**config.mk**
```make
export PLATFORM = sky130hd
export DESIGN_NAME = seq_detector_param
export DESIGN_NICKNAME = d
export VERILOG_FILES = /design/src/rtl/seq_det_pkg.sv /design/src/rtl/seq_sat_counter.sv /design/src/rtl/seq_detector_param.sv
export SDC_FILE = /design/constraint.sdc
export NUM_CORES = 1
export LEC_CHECK = 0
export ABC_AREA = 1
export ABC_CLOCK_PERIOD_IN_PS = 1850
export BUFFER_PORTS_ARGS = -buffer_cell sky130_fd_sc_hd__buf_2
export CAP_MARGIN = 20
export CORE_ASPECT_RATIO = 1.75
export CORE_MARGIN = 2
export CORE_UTILIZATION = 35
export CTS_CLUSTER_SIZE = 40
export DETAILED_ROUTE_END_ITERATION = 10
export PLACE_DENSITY = 0.55
export RECOVER_POWER = 25
export SETUP_SLACK_MARGIN = 0.4
export SLEW_MARGIN = 0
export SYNTH_ARGS = -nofsm -noshare
export SYNTH_HDL_FRONTEND = slang
export SYNTH_SLANG_ARGS = --single-unit
```
**constraint.sdc**
```tcl
create_clock -name clk -period 1.85 [get_ports clk]
set_clock_uncertainty 0.1 [all_clocks]
set_input_delay 0 -clock clk [delete_from_list [all_inputs] [get_ports clk]]
set_output_delay 0 -clock clk [all_outputs]
set_load 0.02 [all_outputs]
```
**src/rtl/seq_det_pkg.sv**
```systemverilog
// Shared types and sizing helpers for the parametrised serial pattern detector.
package seq_det_pkg;

    typedef enum logic {
        ST_UNARMED = 1'b0,
        ST_ARMED   = 1'b1
    } seq_state_t;

    localparam int PAT_LEN_MIN = 2;
    localparam int PAT_LEN_MAX = 32;

    // Fill counter only has to reach PAT_LEN-1, so $clog2(PAT_LEN) bits suffice.
    function automatic int fill_width(input int pat_len);
        return (pat_len <= 2) ? 1 : $clog2(pat_len);
    endfunction

endpackage

```
**src/rtl/seq_sat_counter.sv**
```systemverilog
// Saturating up-counter with synchronous clear; clear wins over increment.
module seq_sat_counter #(
    parameter int CNT_W = 8
) (
    input  logic             clk,
    input  logic             reset,
    input  logic             inc,
    input  logic             clr,
    output logic [CNT_W-1:0] count
);

    always_ff @(posedge clk or posedge reset) begin
        if (reset) begin
            count <= '0;
        end else if (clr) begin
            count <= '0;
        end else if (inc && (count != '1)) begin
            count <= count + CNT_W'(1);
        end
    end

endmodule

```
**src/rtl/seq_detector_param.sv**
```systemverilog
// Runtime-loadable serial pattern detector with overlap control and match counter.
// Define SEQDET_REG_OUT_EN to register y (pulses one cycle after the matching bit).
module seq_detector_param
    import seq_det_pkg::*;
#(
    parameter int PAT_LEN = 4,
    parameter int CNT_W   = 8
) (
    input  logic               clk,
    input  logic               reset,
    input  logic               x,
    input  logic               x_valid,
    input  logic               pat_load,
    input  logic [PAT_LEN-1:0] pat_in,
    input  logic               overlap_en,
    input  logic               cnt_clr,
    output logic               y,
    output logic [CNT_W-1:0]   match_count,
    output logic               armed
);

    localparam int FILL_W = fill_width(PAT_LEN);
    localparam logic [FILL_W-1:0] FILL_MAX = FILL_W'(PAT_LEN - 1);

    if (PAT_LEN < PAT_LEN_MIN || PAT_LEN > PAT_LEN_MAX) begin : g_bad_pat_len
        $error("seq_detector_param: PAT_LEN out of range");
    end

    seq_state_t         state;
    logic [PAT_LEN-1:0] pattern;
    logic [PAT_LEN-2:0] hist;
    logic [FILL_W-1:0]  fill;
    logic [PAT_LEN-1:0] window;
    logic               accept;
    logic               match;

    // Window is the stored history with the current bit appended as the newest.
    assign window = {hist, x};
    assign accept = x_valid && !pat_load;
    assign match  = (state == ST_ARMED) && accept && (fill == FILL_MAX) && (window == pattern);
    assign armed  = (state == ST_ARMED);

`ifdef SEQDET_REG_OUT_EN
    logic y_q;
    assign y = y_q;
`else
    assign y = match;
`endif

    always_ff @(posedge clk or posedge reset) begin
        if (reset) begin
            state   <= ST_UNARMED;
            pattern <= '0;
            hist    <= '0;
            fill    <= '0;
`ifdef SEQDET_REG_OUT_EN
            y_q     <= 1'b0;
`endif
        end else begin
`ifdef SEQDET_REG_OUT_EN
            y_q <= match;
`endif
            if (pat_load) begin
                state   <= ST_ARMED;
                pattern <= pat_in;
                hist    <= '0;
                fill    <= '0;
            end else if (x_valid) begin
                if (match && !overlap_en) begin
                    hist <= '0;
                    fill <= '0;
                end else begin
                    hist <= window[PAT_LEN-2:0];
                    if (fill != FILL_MAX) begin
                        fill <= fill + FILL_W'(1);
                    end
                end
            end
        end
    end

    seq_sat_counter #(
        .CNT_W (CNT_W)
    ) u_match_cnt (
        .clk   (clk),
        .reset (reset),
        .inc   (match),
        .clr   (cnt_clr),
        .count (match_count)
    );

endmodule

```
======== Word-level counts from Yosys, hierarchy flattened ========
Cells that the tools add are included.
operators by class
  reductions and logical operators ........ 12
  div/mod/pow operators ................... 0
  $add $sub $neg .......................... 2
  bitwise operators ....................... 0
  muxes and demuxes ....................... 9
  $mul .................................... 0
  eq/ne operators ......................... 4
  $lt $le $gt $ge ......................... 0
  shift-type cells ........................ 0
operator list
  kind                   count
  $mux W8                2
  $mux W3                3
  $add A8 B1 Y8 const B  1
  $mux W2                4
  $ne A8 B8 Y1 const B   1
  $logic_and A1 B1 Y1    6
  $eq A4 B4 Y1           1
  $reduce_bool A2 Y1     2
  $reduce_bool A3 Y1     1
  $add A2 B1 Y2 const B  1
  $eq A2 B2 Y1 const B   1
  $logic_not A1 Y1       2
  $ne A2 B2 Y1 const B   1
  $reduce_and A2 Y1      1
storage, ports and cells
  bits in latches ......................... 0
  output and inout bits ................... 10
  input port bits ......................... 11
  register bits after elaboration ......... 18
  word-level logic and storage cells ...... 32
  memory bits (read-only) ................. 0
  memories ................................ 0
  RAM bits ................................ 0

======== Depth between registers and ports, before layout ========
Gate-level depths: netlist of run 1.
  depth in word-level cells ............... 9
  gate-level depth with buffers ........... 11

======== Hierarchy ========
A second synthesis of run 1 with hierarchy kept.
second synthesis, totals
  cell total of the unflattened synthesis .. 139
  area, all modules ....................... 1053.5 um2
by module, submodules not included
  module              area an instance (um2)  cells each  times used  sequential area each (um2)
  seq_detector_param  546.8                   70          1           250.2
  seq_sat_counter     506.7                   69          1           200.2

======== Worst setup path before layout of run 1 ========
No wires, ideal clock.
  path kind ............................... register -> register
  start ................................... register u_match_cnt.count[0]
  end ..................................... register u_match_cnt.count[2]
  cell stages (with the launch flop) ...... 11
  arrival ................................. 1.367 ns
  data required time ...................... 1.632 ns
  path slack .............................. 0.264 ns
  path through ............................ dfrtp_1 > ha_1 > nand2_1 > nor3_2 > and2_1 > nand2_1 > nand2_2 > nand2_4 > clkinv_2 > nand2_1 > nand2_1
on the way
  word-level cells in the longest chain between the ends .. 3
  elaborated cells between the ends (all ways) .. 6
ends and longest elaborated chain
  element                                                line                                          RTL
  start, declared                                        seq_sat_counter.sv:9                          output logic [CNT_W-1:0] count
  start signal, assigned                                 seq_sat_counter.sv:18                         count <= count + CNT_W'(1);
  $add A8 B1 Y8 / $ne A8 B8 Y1 (equally long branches)   seq_sat_counter.sv:18, seq_sat_counter.sv:17
  $mux W8 / $logic_and A1 B1 Y1 (equally long branches)  seq_sat_counter.sv:17                         end else if (inc && (count != '1)) begin
  $mux W8 / $reduce_bool A2 Y1 (equally long branches)   --
Parallel ways exist; a longest one is shown, timed or not. The select of a mux whose other input is x is not followed.
A chain may end at the register's enable or synchronous reset.

======== Worst setup path after layout of run 1 ========
  start ................................... register u_match_cnt.count[1]
  end ..................................... register u_match_cnt.count[1]
Same word-level chain as after synthesis.

==> results of run 1 <==
## stage by stage
stage	instance area, sq um	util, %	instances	hold slack (ns)	total power [uW]
after floorplan	992	-	128	-0.162	491
final	1400	52.7	198	0.144	870
after global routing	1400	52.7	198	0.181	916
after CTS	1370	51.5	197	0.150	870
after global placement	1120	42.2	174	0.0432	518
after detailed placement	1120	42.2	174	0.0566	522
## worst max-delay path by stage
| stage | to | slack, ns | cells after the start |
|---|---|---|---|
| after floorplan | u_match_cnt.count[2] | 0.37 | 10 |
| after global placement | u_match_cnt.count[2] | 0.34 | 10 |
| after detailed placement | u_match_cnt.count[2] | 0.32 | 9 |
| after CTS | u_match_cnt.count[2] | 0.37 | 10 |
| after global routing | u_match_cnt.count[2] | 0.26 | 9 |
| final | u_match_cnt.count[1] | 0.36 | 9 |
## what timing repair did
item                                   CTS  global route
pin swaps                                0             3
endpoints found under the hold margin   28             0
buffers inserted                         6             1
hold buffers                            13             0
setup endpoints to repair                8            14
resized for setup                        4            15
## layer usage
layer | share of wire [%] | routed length [um]
met1 | 38 | 882
met2 | 55 | 1290
met3 | 3.7 | 87
met4 | 3.2 | 75
met5 | 0 | 0
## placed cells by master, fill, tap and decap left out, types with 2 or more instances in the layout
| cell | netlist | layout |
|---|---|---|
| nand3_2 | 0 | 3 |
| nand2_4 | 1 | 4 |
| dlygate4sd3_1 | 0 | 13 |
| clkbuf_8 | 0 | 4 |
| clkbuf_1 | 1 | 8 |
| nor2_1 | 7 | 5 |
| inv_1 | 17 | 15 |
| nand3_1 | 12 | 9 |
| buf_2 | 0 | 11 |
| dfrtp_2 | 0 | 2 |
| nand4_1 | 3 | 3 |
| nand2_1 | 41 | 39 |
| o21ai_0 | 7 | 4 |
| inv_2 | 1 | 3 |
| xor2_1 | 3 | 3 |
| buf_4 | 0 | 8 |
| dfrtp_1 | 18 | 16 |
| o21ai_1 | 2 | 5 |
| nor2_2 | 1 | 3 |
| or2_2 | 3 | 3 |
## final cells by class
cell class	instances	share of cell area (%)
multi-input combinational	90	36.3
sequential	18	32.3
timing repair buffer	40	19.6
inverter	19	5.45
clock buffer	4	3.93
tap	27	2.41
## cells by family (layout without fill, tap and decap cells)
logic type | Yosys count | in the layout | synth area share, %
simple gates | 75 | 75 | 35.3
buf+inv | 20 | 63 | 7.86
flops | 18 | 18 | 46.4
compound gates | 10 | 10 | 5.15
xor+xnor | 3 | 3 | 2.71
fa+ha+maj | 2 | 2 | 2.58
## state kept, by name, indices dropped and copies added (netlist names)
name               count
armed                  1
fill                   2
hist                   3
pattern                4
u_match_cnt.count      8
## critical path: stages (launching register included)
cell and delay, ns:
dfrtp_2 0.39, ha_4 0.15, nand2_4 0.06, nor3_4 0.15
and2_4 0.19, nand2_4 0.05, nand2_4 0.07, inv_2 0.06
nand3_1 0.09, nand2_1 0.06
## power groups by stage
| stage | Sequential, uW | Combinational [uW] | Clock [uW] |
|---|---|---|---|
| 2_1_floorplan | 428 | 63.0 | 0 |
| 3_3_place_gp | 430 | 88.5 | 0 |
| 3_5_place_dp | 430 | 91.4 | 0 |
| 4_1_cts | 422 | 119 | 330 |
| 5_1_grt | 424 | 145 | 348 |
| 6_report | 422 | 125 | 323 |
==> summary.txt, run 1 <==
Run status
  • Status: finished, final reports clean

Clock network
  • Clock root cell: clkbuf_8
  • Htree depth: 1
  • Total CTS buffers: 3
  • Clock sink count: 18
  • CTS tree: done
  • Clock Path Buffers: 2
  • Worst-Skew Late Latency: 0.25 ns
  • Reg clk slew, reported paths: about 0.070 ns

Worst hold path
  • Hold Path Origin: overlap_en
  • Hold Path Sink: fill[0]
  • Worst hold path type: in -> reg
  • Worst Hold Depth: 6

Synth
  • Count leader, synth: nand2_1
  • Post-synth top area share: a little under half
  • Post-Syn Nets: 141
  • Most instantiated cells after synthesis: nand2_1, dfrtp_1, inv_1, nand3_1
  • Synth Flop Type: dfrtp_1
  • Post-Syn Instances: about 130
  • Leading area contributor after synthesis: dfrtp_1
  • Post-synth EDFFs: 0
  • Area contributors post-synth: dfrtp_1, nand2_1, inv_1
  • Synth unique cells: 23
  • Yosys warns: 0
  • Sequential share of the synthesized area: 46.4%
  • Register bit total from synthesis: 18
  • Post-synth ARST share: 100%
  • Synthesized area per cell: about 7.6 sq um
  • Mapped Area: 971 sq um

Critical path
  • CP arrival: 1.53 ns
  • FF-to-FF End: u_match_cnt.count[1]
  • Worst Path Required: 1.89 ns
  • Crit. End Element: flip-flop
  • Critical R2R Launch: u_match_cnt.count[1]
  • Crit path from: u_match_cnt.count[1]
  • Reg-to-reg slack, setup: 0.36 ns
  • R2r worst-path depth: 9
  • Setup CP Type: reg -> reg
  • Largest fanout on the critical path: 6
  • CP startpoint kind: flip-flop

Layout
  • Nets: 185
  • Multi-input logic area: ~500 sq um
  • Ant diodes: 0
  • Share of post-route cells with drive strength above 1: 27.5%
  • Filler Cell Count: about 260
  • Sequential cell area: 453 sq um
  • Area grow syn2layout: 44.3%

Place
  • Port Buf Inserts: 20
  • Placement Setup Slack: 0.318 ns
  • GPL Wtd Cong: ~0.91
  • Post-DP HPWL: around 1600 um

STA
  • Slew Limit Fails: 0
  • Slew Limit Headroom: between 50% and 60%
  • Worst Max-Slew Pin Slew: 0.699 ns
  • Period utilisation layout: 80.4%
  • Setup TNS: 0 ns
  • Final worst slack: 0.362 ns
  • Unrepaired setup endpoints after global routing: true
  • Fmax: 0.672 GHz
  • Min Tclk post-route: 1.49 ns
  • Final number of setup-violating endpoints: 0
  • Final hold vios: 0

Global routing
  • Largest net degree at the start of global routing: 19
  • M3 GR Usage: under 10%
  • Gr ovfl total: 0
  • Initial antenna violation count: 0
  • Met1 GRT Util: 17.1%
  • Top Usage Layer GRT: met2
  • Total track usage: 16.8%
  • Vias in the first global route: 978
  • Global-route wire length before repair: 4060 um
  • GR Util met2: 31.4%

Floorplanning
  • I/O pins: 21
  • DIE HEIGHT: 73.7 um
  • Initial Util: a little over a third
  • Core box area: 0.00266 sq mm
  • Die W: 43.8 um
  • Die footprint: 0.00323 sq mm
  • FP Rows: 25

Power
  • Sw power: 211 uW
  • Combinational power share: 14.3%
  • Int Power: 659 uW
  • PD cells: 621 mW/mm^2
  • P_leak: 0.000738 uW
  • Worst VDD drop: 0.434 mV
  • Clock network power share: 37.1%
  • Switching Fraction: 24.3%
  • Flop pwr share: between 40 and 50%

Routing
  • Vias: ~970
  • Wire length per cell: 11.8 um
  • Remaining DRCs: 0
  • Wirelength, routed: about 2300 um
  • Via density: 4.90
  • Pre-Repair DR Iteration Count: 4
  • Antenna Nets Post-Route: 0
  • Initial DRC Count: 22

Job
  • Max Cap Viol: 0
Note: power is estimated with default switching activity, not from simulation.
==> run 2: changes to the inputs <==
ABC_CLOCK_PERIOD_IN_PS = 1500   (was 1850)
clock period = 1.5 ns   (was 1.85 ns; I/O delays follow)
==> summary.txt, run 2 (same netlist as run 1, synthesis figures left out) <==
Layout
  • Share of post-route cells with drive strength above 1: 40.7%
  • Regs by FF count: u_match_cnt.count (8), pattern (4), hist (3)
  • Nets: 186
  • Max reg flops: 8
  • Area grow syn2layout: 47.9%
  • Highest-count cells in the layout ignoring fill and taps: nand2_1, buf_2, dfrtp_1, inv_1, buf_4
  • Most flops, register: u_match_cnt.count
  • Non-filler cells, final: between 150 and 200
  • Most common cell after layout, fill and taps aside: nand2_1
  • Ant diodes: 0
  • Multi-input logic area: 529 sq um
  • Sequential cell area: between 400 and 500 sq um
  • Filler Cell Count: 248

Worst hold path
  • Worst hold path type: in -> reg
  • Hold Path Origin: pat_load
  • Hold Path Sink: fill[1]
  • Worst Hold Depth: 5

Clock network
  • Reg clk slew, reported paths: roughly 0.070 ns
  • Clock Path Buffers: 2
  • Total CTS buffers: 3
  • Clock root cell: clkbuf_8
  • Htree depth: 1
  • Worst-Skew Late Latency: 0.25 ns
  • Clock sink count: 18
  • CTS tree: done

Routing
  • Wire length per cell: about 12 um
  • Pre-Repair DR Iteration Count: 4
  • Remaining DRCs: 0
  • Vias: roughly 1000
  • Via density: 4.94
  • Initial DRC Count: 19
  • Antenna Nets Post-Route: 0
  • Wirelength, routed: ~2300 um

Floorplanning
  • Initial Util: 36.5%
  • Die W: 43.8 um
  • I/O pins: 21
  • DIE HEIGHT: 73.7 um
  • Core box area: 0.00266 sq mm
  • Die footprint: ~0.0032 sq mm
  • FP Rows: 25

Place
  • Cell count after placement: roughly 180
  • Port Buf Inserts: 20
  • GPL Wtd Cong: 0.854
  • Post-DP HPWL: 1650 um
  • Placement Setup Slack: -0.00128 ns

Critical path
  • Reg-to-reg slack, setup: 0.04 ns
  • Slowest-stage cell, CP: dfrtp_2
  • Crit path from: u_match_cnt.count[1]
  • CP dominant cell by count: nand2_4
  • Worst Path Required: 1.55 ns
  • Setup CP Type: reg -> reg
  • Largest fanout on the critical path: 6
  • R2r worst-path depth: 9
  • Max stage delay on crit path: roughly 0.39 ns
  • FF-to-FF End: u_match_cnt.count[7]
  • Critical R2R Launch: u_match_cnt.count[1]
  • Crit. End Element: flip-flop
  • Worst path cell trace: ha_4 > nand2_4 > nor3_4 > and2_4 > nand2_4 > nand2_4 > inv_2 > nand4_1 > nand2_1
  • CP arrival: roughly 1.5 ns
  • CP startpoint kind: flip-flop

STA
  • Slew Limit Fails: 0
  • Worst Max-Slew Pin Slew: 0.455 ns
  • Setup TNS: 0 ns
  • Min Tclk post-route: 1.46 ns
  • Final number of setup-violating endpoints: 0
  • Final worst slack: 0.0357 ns
  • Unrepaired setup endpoints after global routing: true
  • Hold_ws: approximately 0.083 ns
  • Final hold vios: 0
  • Slew Limit Headroom: 69.7%
  • Fmax: 0.683 GHz
  • Period utilisation layout: 97.6%

Global routing
  • Gr ovfl total: 0
  • Vias in the first global route: 1003
  • Global-route wire length before repair: 4170 um
  • Largest net degree at the start of global routing: 19
  • M3 GR Usage: 2.21%
  • GR Util met2: 30.9%
  • Top Usage Layer GRT: met2
  • Met1 GRT Util: 19.2%
  • Total track usage: 17.2%
  • Initial antenna violation count: 0

Power
  • PD cells: approximately 760 mW/mm^2
  • Worst VDD drop: 0.451 mV
  • P_leak: 0.000795 uW

Run status
  • Status: finished, final reports clean

Job
  • Max Cap Viol: 0
run 2: cell types whose count changed in the layout (fill, tap and decap cells not counted), moves of 2 or more:
cell | previous run | this run
dlygate4sd3_1 | 13 | 8
inv_1 | 15 | 13
clkbuf_1 | 8 | 0
buf_2 | 11 | 18
nand2_2 | 1 | 5
buf_4 | 8 | 13
nand2_1 | 39 | 35
run 2: metrics by stage:
step / cell area (sq um) / util [%] / power, uW
after global routing: 1440 / 54.0 / 1150
final: 1440 / 54.0 / 1090
after global placement: 1150 / 43.4 / 642
after floorplan: 993 / - / 605
after CTS: 1380 / 51.8 / 1080
after detailed placement: 1150 / 43.4 / 644
run 2: worst max-delay path, delay by kind of cell (launching register included):
family	cells	cell delay [ns]
fa+ha+maj	1	0.16
buf+inv	1	0.06
simple gates	7	0.65
flops	1	0.39
run 2: how the worst max path moves through the flow:
| stage | to | depth (start not counted) |
|---|---|---|
| after floorplan | u_match_cnt.count[2] | 10 |
| after global placement | u_match_cnt.count[7] | 9 |
| after detailed placement | u_match_cnt.count[7] | 9 |
| after CTS | u_match_cnt.count[7] | 9 |
| after global routing | u_match_cnt.count[7] | 10 |
| final | u_match_cnt.count[7] | 9 |
run 2: metal layers:
metal | vias to the layer above | routed length (um)
li1 | 493 | -
met1 | 466 | 944
met2 | 20 | 1250
met3 | 4 | 72
met4 | 0 | 46
met5 | - | 0
run 2: power by group:
| part | internal, uW | switching, uW |
|---|---|---|
| logic | 83.1 | 88.0 |
| clock network | 233 | 163 |
| registers | 508 | 13.3 |
| total | 824 | 265 |
run 2: layout make-up:
cell class | instances | area share [%]
Inverter | 19 | 5.49
Tap cell | 27 | 2.35
Sequential cell | 18 | 31.6
Timing Repair Buffer | 41 | 19.9
Clock buffer | 4 | 3.83
Multi-Input combinational cell | 90 | 36.8
run 2: timing repair:
| item | CTS | global route |
|---|---|---|
| hold buffers | 9 | 0 |
| resized for setup | 13 | 16 |
| hold endpoints to repair | 28 | 0 |
| endpoints found under the setup margin | 14 | 16 |
| buffers inserted | 6 | 2 |
| pin swaps | 5 | 7 |
==> run 3: changes to the inputs <==
==> constraint.sdc (replaced) <==
create_clock -name clk -period 1.5 [get_ports clk]
set_clock_uncertainty 0.1 [all_clocks]
set_input_delay 0.15 -clock clk [delete_from_list [all_inputs] [get_ports clk]]
set_output_delay 0.15 -clock clk [all_outputs]
set_load 0.02 [all_outputs]
==> summary.txt, run 3 (same netlist as run 1, synthesis figures left out) <==
Worst hold path
  • Worst hold path type: in -> reg

Clock network
  • Reg clk slew, reported paths: around 0.07 ns
  • Clock sink count: 18
  • Htree depth: 1
  • Clock Path Buffers: 2
  • Worst-Skew Late Latency: 0.25 ns
  • Total CTS buffers: 3
  • CTS tree: done
  • Clock root cell: clkbuf_8

Routing
  • Wirelength, routed: 2430 um
  • Antenna Nets Post-Route: 0
  • Via density: 4.86
  • Vias: 986
  • Pre-Repair DR Iteration Count: 3
  • Remaining DRCs: 0
  • Wire length per cell: 12.0 um
  • Initial DRC Count: 10

Layout
  • Regs by FF count: u_match_cnt.count (8), pattern (4), hist (3)
  • Max reg flops: 8
  • Final Util: 58.4%
  • Filler Cell Count: 236
  • Share of post-route cells with drive strength above 1: approximately 51%
  • Nets: 190
  • Area grow syn2layout: 59.9%
  • Sequential cell area: ~460 sq um
  • Highest-count cells in the layout ignoring fill and taps: nand2_1, buf_4, buf_6, inv_1, dfrtp_1
  • Multi-input logic area: 563 sq um
  • Most common cell after layout, fill and taps aside: nand2_1
  • Most flops, register: u_match_cnt.count
  • Ant diodes: 0
  • Non-filler cells, final: between 200 and 250

Critical path
  • CP arrival: 1.29 ns
  • Max stage delay on crit path: 0.37 ns
  • Worst path cell trace: ha_2 > inv_2 > nor2_2 > nand3_1 > inv_2 > buf_6
  • Worst Path Required: between 1 and 1.5 ns
  • Crit path from: fill[0]
  • Largest fanout on the critical path: 3
  • FF-to-FF End: u_match_cnt.count[4]
  • Reg-to-reg slack, setup: -0.02 ns
  • Slowest-stage cell, CP: dfrtp_1
  • R2r worst-path depth: 10
  • CP dominant cell by count: inv_2
  • Critical R2R Launch: u_match_cnt.count[1]
  • Crit. End Element: output port
  • CP endpoint: y
  • Setup CP Type: reg -> out
  • CP startpoint kind: flip-flop

Global routing
  • Vias in the first global route: about 960
  • Initial antenna violation count: 0
  • Largest net degree at the start of global routing: 19
  • Global-route wire length before repair: 3950 um
  • Total track usage: 16.2%
  • Gr ovfl total: 0

Power
  • PD cells: 693 mW/mm^2
  • Worst VDD drop: just over 0.5 mV
  • P_leak: 0.000833 uW
  • Tot Pwr: 1080 uW

STA
  • Fmax: 0.648 GHz
  • Unrepaired setup endpoints after global routing: true
  • Worst Max-Slew Pin Slew: 0.471 ns
  • Slew Limit Fails: 0
  • Period utilisation layout: 103%
  • Min Tclk post-route: 1.54 ns
  • Final number of setup-violating endpoints: 2
  • Hold_ws: 0.00416 ns
  • Slew Limit Headroom: approximately two thirds
  • Final worst slack: -0.0425 ns
  • Final hold vios: 0

Floorplanning
  • Core box area: ~0.0027 sq mm
  • Initial Util: a little over a third
  • I/O pins: 21
  • DIE HEIGHT: 73.7 um
  • Die W: 43.8 um
  • Die footprint: 0.00323 sq mm
  • FP Rows: 25

Place
  • Port Buf Inserts: 20
  • Cell count after placement: 180
  • Placement Setup Slack: -0.00248 ns
  • Post-DP HPWL: 1680 um
  • GPL Wtd Cong: 0.847

Job
  • Max Cap Viol: 0

Run status
  • Violated checks: negative setup slack
  • Status: complete, but fails checks
run 3: cell types whose count changed in the layout (fill, tap and decap cells not counted), sizes merged:
| cell | change |
|---|---|
| dlymetal6s4s | -1 |
| dlygate4sd3 | -7 |
| buf | +12 |
| inv | +1 |
| clkinv | -1 |
run 3: cell type report:
| type | count | share of cell area (%) |
|---|---|---|
| inverter | 19 | 5.24 |
| timing repair buffer | 45 | 23.4 |
| clock buffer | 4 | 3.55 |
| tap | 27 | 2.18 |
| multi-input combinational | 90 | 36.3 |
| sequential | 18 | 29.4 |
run 3: how the worst min path moves through the flow:
stage	from	depth (start not counted)	slack, ns	endpoint
2_1_floorplan	reset	1	-0.01	fill[0]
3_3_place_gp	reset	3	0.08	pattern[3]
3_5_place_dp	reset	3	0.09	u_match_cnt.count[4]
4_1_cts	pat_in[0]	3	0.003	pattern[0]
5_1_grt	pat_in[1]	3	0.02	pattern[1]
6_report	pat_in[0]	3	0.004	pattern[0]
run 3: report_power, final:
| group | internal (uW) | switching (uW) | total (uW) |
|---|---|---|---|
| Clock | 233 | 162 | 395 |
| Sequential | 508 | 13.5 | 521 |
| Combinational | 69.7 | 89.5 | 159 |
run 3: what timing repair did:
action                     4_1_cts  5_1_grt
gates resized for setup         32       27
hold buffers                     1        0
setup endpoints to repair       21       23
setup buffers                    7       11
pin swaps                        5       13
hold endpoints to repair        18        0
run 3: stage by stage:
stage / instance area [sq um] / setup TNS [ns]
2_1_floorplan: 993 / 0
6_report: 1550 / -0.0586
4_1_cts: 1370 / -0.00688
3_3_place_gp: 1170 / 0
5_1_grt: 1550 / -0.739
3_5_place_dp: 1170 / -0.00248
run 3: per-layer routing:
metal | vias to the layer above | GRT usage [%] | wire (um)
met5 | - | 0 | 0
met3 | 6 | 2.21 | 65
met2 | 22 | 30.9 | 1370
met1 | 461 | 17.1 | 933
met4 | 0 | 6.06 | 60
li1 | 497 | - | -
run 3: worst max-delay path: cells and delay by family, from the launching register on:
family | cells | cell delay [ns]
simple gates | 2 | 0.18
buf+inv | 3 | 0.28
fa+ha+maj | 1 | 0.21
flops | 1 | 0.37
